[config.mk]
export PLATFORM = sky130hd
export DESIGN_NAME = zuss_issue_wb
export DESIGN_NICKNAME = d
export VERILOG_FILES = /design/src/rtl/zuss_issue_wb.sv
export SDC_FILE = /design/constraint.sdc
export NUM_CORES = 1
export LEC_CHECK = 0
export BUFFER_PORTS_ARGS = -buffer_cell sky130_fd_sc_hd__buf_4
export CORE_UTILIZATION = 40
export DETAILED_ROUTE_END_ITERATION = 8
export RECOVER_POWER = 25
export SLEW_MARGIN = 20
export SYNTH_ARGS = -nofsm -noshare
export SYNTH_HDL_FRONTEND = slang
export SYNTH_SLANG_ARGS = --single-unit
[constraint.sdc]
create_clock -name clk -period 3.3 [get_ports clk]
set_input_delay 0.66 -clock clk [delete_from_list [all_inputs] [get_ports clk]]
set_output_delay 0.66 -clock clk [all_outputs]
set_load 0.005 [all_outputs]
[src/rtl/zuss_issue_wb.sv]
// Register file, operand issue (E stage) and writeback around the external ZUSS ALU.
// Optional macro ZUSS_DIV0_TRAP_EN adds a sticky div0 output for op 3 with a zero divisor.
module zuss_issue_wb #(
   parameter int unsigned NREGS = 16,
   parameter int unsigned AW    = 4,
   parameter int unsigned DW    = 32
) (
   input  logic          clk,
   input  logic          rst,
   input  logic          in_valid,
   output logic          in_ready,
   input  logic [4:0]    in_op,
   input  logic [AW-1:0] in_rd,
   input  logic [AW-1:0] in_rs1,
   input  logic [AW-1:0] in_rs2,
   input  logic [DW-1:0] in_imm,
   input  logic          in_use_imm,
   input  logic          in_wen,
   input  logic          hold,
   output logic [DW-1:0] alu_a,
   output logic [DW-1:0] alu_b,
   output logic [4:0]    alu_op,
   input  logic [DW-1:0] alu_out,
   output logic          flag_z,
   input  logic [AW-1:0] dbg_addr,
   output logic [DW-1:0] dbg_data
`ifdef ZUSS_DIV0_TRAP_EN
   ,
   output logic          div0
`endif
);

   logic [DW-1:0] rf_q [NREGS];

   logic          e_v_q, e_v_d;
   logic          e_wen_q, e_wen_d;
   logic [AW-1:0] e_rd_q, e_rd_d;
   logic [4:0]    e_op_q, e_op_d;
   logic [DW-1:0] a_q, a_d;
   logic [DW-1:0] b_q, b_d;
   logic          flag_z_q, flag_z_d;

   logic          accept;
   logic          wb_fire;
   logic          rf_we;
   logic          fwd_en;
   logic          trap;
   logic [DW-1:0] src_a, src_b;

   assign in_ready = ~hold;
   assign accept   = in_valid & ~hold;
   assign wb_fire  = e_v_q & ~hold;

`ifdef ZUSS_DIV0_TRAP_EN
   logic div0_q, div0_d;

   assign trap   = (e_op_q == 5'd3) && (b_q == '0);
   assign div0_d = div0_q | (wb_fire & trap);
   assign div0   = div0_q;

   always_ff @(posedge clk) begin
      if (rst) begin
         div0_q <= 1'b0;
      end else begin
         div0_q <= div0_d;
      end
   end
`else
   assign trap = 1'b0;
`endif

   // A trapped divide produces no architectural result, so it must not be forwarded.
   assign fwd_en = e_v_q & e_wen_q & ~hold & ~trap;
   assign rf_we  = wb_fire & e_wen_q & (e_rd_q != '0) & ~trap;

   always_comb begin
      src_a = rf_q[in_rs1];
      if (in_rs1 == '0) begin
         src_a = '0;
      end else if (fwd_en && (e_rd_q == in_rs1)) begin
         src_a = alu_out;
      end
   end

   always_comb begin
      src_b = rf_q[in_rs2];
      if (in_rs2 == '0) begin
         src_b = '0;
      end else if (fwd_en && (e_rd_q == in_rs2)) begin
         src_b = alu_out;
      end
   end

   always_comb begin
      e_v_d    = e_v_q;
      e_wen_d  = e_wen_q;
      e_rd_d   = e_rd_q;
      e_op_d   = e_op_q;
      a_d      = a_q;
      b_d      = b_q;
      flag_z_d = flag_z_q;
      if (!hold) begin
         e_v_d = accept;
         if (accept) begin
            e_wen_d = in_wen;
            e_rd_d  = in_rd;
            e_op_d  = in_op;
            a_d     = src_a;
            b_d     = in_use_imm ? in_imm : src_b;
         end
         if (e_v_q && !trap) begin
            flag_z_d = (alu_out == '0);
         end
      end
   end

   always_ff @(posedge clk) begin
      if (rst) begin
         e_v_q    <= 1'b0;
         e_wen_q  <= 1'b0;
         e_rd_q   <= '0;
         e_op_q   <= '0;
         a_q      <= '0;
         b_q      <= '0;
         flag_z_q <= 1'b0;
         for (int i = 0; i < int'(NREGS); i++) begin
            rf_q[i] <= '0;
         end
      end else begin
         e_v_q    <= e_v_d;
         e_wen_q  <= e_wen_d;
         e_rd_q   <= e_rd_d;
         e_op_q   <= e_op_d;
         a_q      <= a_d;
         b_q      <= b_d;
         flag_z_q <= flag_z_d;
         if (rf_we) begin
            rf_q[e_rd_q] <= alu_out;
         end
      end
   end

   assign alu_a    = a_q;
   assign alu_b    = b_q;
   assign alu_op   = e_op_q;
   assign flag_z   = flag_z_q;
   assign dbg_data = (dbg_addr == '0) ? '0 : rf_q[dbg_addr];

endmodule

==> flow_summary.json <==
{
  "outcome": "complete, but fails checks",
  "failed_checks": "capacitance limit, slew limit",
  "r2r_setup_slack_ns": 0.53,
  "post-dp-hpwl_um": 78900,
  "end_kind": "output port",
  "synth-seq-cells": 588,
  "syn_area_per_cell_sq_um": 13.0,
  "post-place-ws_ns": 0.0461,
  "reg2reg_from": "e_v_q",
  "dp.cells": 3927,
  "skew_ns": 0.0259,
  "yosys.area_share.simple_pct": 13.5,
  "max_stage_delay_ns": 0.49,
  "min_to": "alu_op[2]",
  "synth_area_leaders": "edfxtp_1, mux4_2, and2_1",
  "synth_top_family_by_area": "multiplexers",
  "fp.dieW_um": 297,
  "max_clock_freq_mhz": 312,
  "drtPass1Iterations": 6,
  "netSwitchingPower_mw": 4.92,
  "path_buf_inv": 5,
  "min_path_type": "in -> reg",
  "switching_share_pct": 25.5,
  "r2r_end": "rf_q[15][3]",
  "cp.arrival_ns": 2.55,
  "crit_path_max_fanout": 15,
  "initial_core_util_pct": 40.6,
  "drcViolationCount": 0,
  "p_seq_share_pct": 44.6,
  "cts_sinks": 588,
  "design.core.area_sq_mm": 0.0857,
  "cts_setup_buffers": 0,
  "final_area_sq_mm": 0.0405,
  "grt.overflow.total": 0,
  "finalHoldViolations": 0,
  "detail_route.iter0.violations": 2999,
  "fp.dieArea_sq_mm": 0.0881,
  "gp_congestion": 0.863,
  "irDropWorstVdd_mv": 0.403,
  "worst_setup_path_start_kind": "input port",
  "cts.root.buffer_cell": "clkbuf_16",
  "total_power_mw": 19.2,
  "grt_max_degree": 86,
  "drtAntennaViolNets": 0,
  "synth_cells": 2680,
  "worstMarginPinSlew_ns": 1.53,
  "synth_commonest_cells": "edfxtp_1, and2_1, mux2i_1",
  "nNetsFinal": 2946,
  "place_area_sq_mm": 0.0383,
  "synthMuxAreaShare_pct": 26.0,
  "setup_tns_ns": 0,
  "clockPowerShare_pct": 42.1,
  "synth_fa_ha_area_share_pct": 0,
  "rsz0062_at_grt": "false",
  "syn_area_sq_mm": 0.0348,
  "layout-drive-gt1-share_pct": 27.2,
  "worstSetupPathDepth": 8,
  "cp.required_ns": 2.64,
  "fin_util_pct": 47.3,
  "ys_seq_area_share_pct": 48.6,
  "hold_ws_ns": 0.314,
  "worstSetupPathType": "in -> out",
  "io_buffers": 193,
  "fin_crit_sh_pct": 97.2,
  "synth_flop_cell": "edfxtp_1",
  "worstHoldStart": "in_op[2]",
  "cap_violations": 1,
  "synth_top_area_cell": "edfxtp_1",
  "cpMaxStageDelayCell": "mux4_2",
  "finalCriticalPeriod_ns": 3.21,
  "clock_path_buffers": 3,
  "slew_headroom_pct": -2.19,
  "path_clk_slew_ns": 0.06,
  "antenna_found_initial": 6,
  "synth-edff-count": 512,
  "fin_cells": 4058,
  "rows": 107,
  "yosys.cell_count.top_type": "edfxtp_1",
  "hold_depth": 3,
  "p_int_mw": 14.3,
  "synth_top_area_share_pct": 44.2,
  "cpMostUsedCell": "buf_4",
  "setup_viol": 0,
  "grt_first_pass_wirelength_um": 180000,
  "drt_wl_total_um": 126000,
  "combinationalPowerShare_pct": 13.3,
  "fin_ws_ns": 0.0938,
  "detail_route.wl_per_cell_um": 31.1,
  "yosys_warnings": 0,
  "viasPerCell": 6.33,
  "cts_buffers": 70,
  "htree_levels": 3,
  "cts_tree": "done",
  "synth_compound_area_share_pct": 8.16,
  "r2r_cells": 6,
  "synth-xor-area-share_pct": 0.201,
  "synth_cell_types": 43,
  "pwr_density_cell_mw_per_mm2": 475,
  "first_global_vias": 26000,
  "die_y_um": 297,
  "grt_usage_pct": 28.1,
  "leakage_nw": 15.1,
  "clock_latency_ns": 0.62,
  "cp_cell_sequence": "clkbuf_8 -> buf_12 -> buf_4 -> mux4_2 -> a211oi_1 -> a211oi_1 -> buf_4 -> buf_4",
  "io_pins": 194,
  "synth_async_sr_flop_share_pct": 0,
  "cpLargestDelayFamily": "buffers and inverters",
  "syn_to_final_growth_pct": 16.5,
  "vias": 25700,
  "maxSlewViolCount": 22
}
[cell type report]
class,count,area [sq um]
Antenna cell,2,5.00
Clock inverter,35,413
Inverter,1,3.75
Multi-Input combinational cell,1845,16800
Tap cell,1144,1430
Sequential cell,588,16900
Fill cell,7514,45200
Timing Repair Buffer,349,2980
Clock buffer,94,1970
[worst max path at each step]
| stage | to | start | slack [ns] |
|---|---|---|---|
| 2_1_floorplan | dbg_data[10] | dbg_addr[0] | 0.66 |
| 3_3_place_gp | dbg_data[5] | dbg_addr[0] | 0.05 |
| 3_5_place_dp | dbg_data[5] | dbg_addr[0] | 0.05 |
| 4_1_cts | dbg_data[5] | dbg_addr[0] | 0.04 |
| 5_1_grt | dbg_data[10] | dbg_addr[0] | 0.05 |
| 6_report | dbg_data[6] | dbg_addr[0] | 0.09 |
[flip-flops by register name, summed over array words and instances, names as in the netlist]
register  count
alu_a        32
alu_b        32
alu_op        5
e_rd_q        4
e_v_q         1
e_wen_q       1
flag_z        1
rf_q        512
[routing by layer]
metal  vias up  track usage, %  share of wire [%]
met5         -               0             0.0071
met4         2            11.5                4.4
met3       307            5.49                 10
met2      1631            45.6                 47
met1     13100            36.7                 38
li1      10600               -                  -
[worst reg2reg max path, cell delays in order (launching register included)]
cell and delay (ns):
dfxtp_1 0.35, nand3b_1 0.26, nor2_1 0.27, nand3_1 0.23, nor2_1 0.23, clkbuf_1 1.03
and2_0 0.26
[cells in the final DEF (no fill, tap or decap), types with 4 or more instances in the layout]
| cell | netlist | routed |
|---|---|---|
| o21ai_1 | 29 | 24 |
| bufinv_16 | 0 | 8 |
| xnor2_1 | 6 | 6 |
| conb_1 | 1 | 32 |
| nand2_1 | 120 | 120 |
| clkinvlp_4 | 0 | 5 |
| nor2_2 | 0 | 8 |
| buf_4 | 17 | 219 |
| inv_6 | 0 | 4 |
| mux2_2 | 33 | 33 |
| dfxtp_1 | 76 | 76 |
| clkbuf_4 | 0 | 62 |
| nor2b_1 | 34 | 32 |
| nor2_1 | 55 | 45 |
| and4_1 | 32 | 32 |
| a211oi_2 | 31 | 32 |
| clkbuf_1 | 188 | 38 |
| clkbuf_16 | 0 | 74 |
| mux4_2 | 256 | 256 |
| o21bai_1 | 32 | 32 |
| edfxtp_1 | 512 | 512 |
| and2_1 | 480 | 448 |
| clkbuf_8 | 0 | 6 |
| o21ai_0 | 67 | 72 |
| nand3b_1 | 5 | 5 |
| nor4_1 | 8 | 8 |
| clkinv_2 | 0 | 14 |
| mux2i_1 | 286 | 286 |
| a211oi_1 | 96 | 95 |
| nand4_1 | 4 | 4 |
| o22ai_1 | 126 | 126 |
| or2_2 | 15 | 14 |
| and2_0 | 1 | 33 |
| buf_12 | 0 | 35 |
| and3_1 | 32 | 32 |
| a21oi_1 | 44 | 44 |
| clkbuf_2 | 0 | 7 |
[repair_timing]
| action | 4_1_cts | 5_1_grt |
|---|---|---|
| gates resized for setup | 0 | 2 |
| setup endpoints to repair | 0 | 1 |
| hold buffers | 0 | 0 |
[power by group through the flow]
stage | clock network [mW] | registers [mW] | logic (mW)
floorplan | 0 | 8.64 | 1.50
global placement | 0 | 8.70 | 2.52
detailed placement | 0 | 8.72 | 2.56
CTS | 8.20 | 8.57 | 2.57
global route | 8.46 | 8.61 | 2.67
finish | 8.11 | 8.58 | 2.55
[logic make-up after synthesis]
group / Yosys count
XOR/XNOR: 8
AO/OA/AOI/OAI: 425
AND/OR/NAND/NOR: 804
multiplexers: 576
buffers and inverters: 278
flip-flops: 588
other: 1
Power figures use the tool's default switching activity.
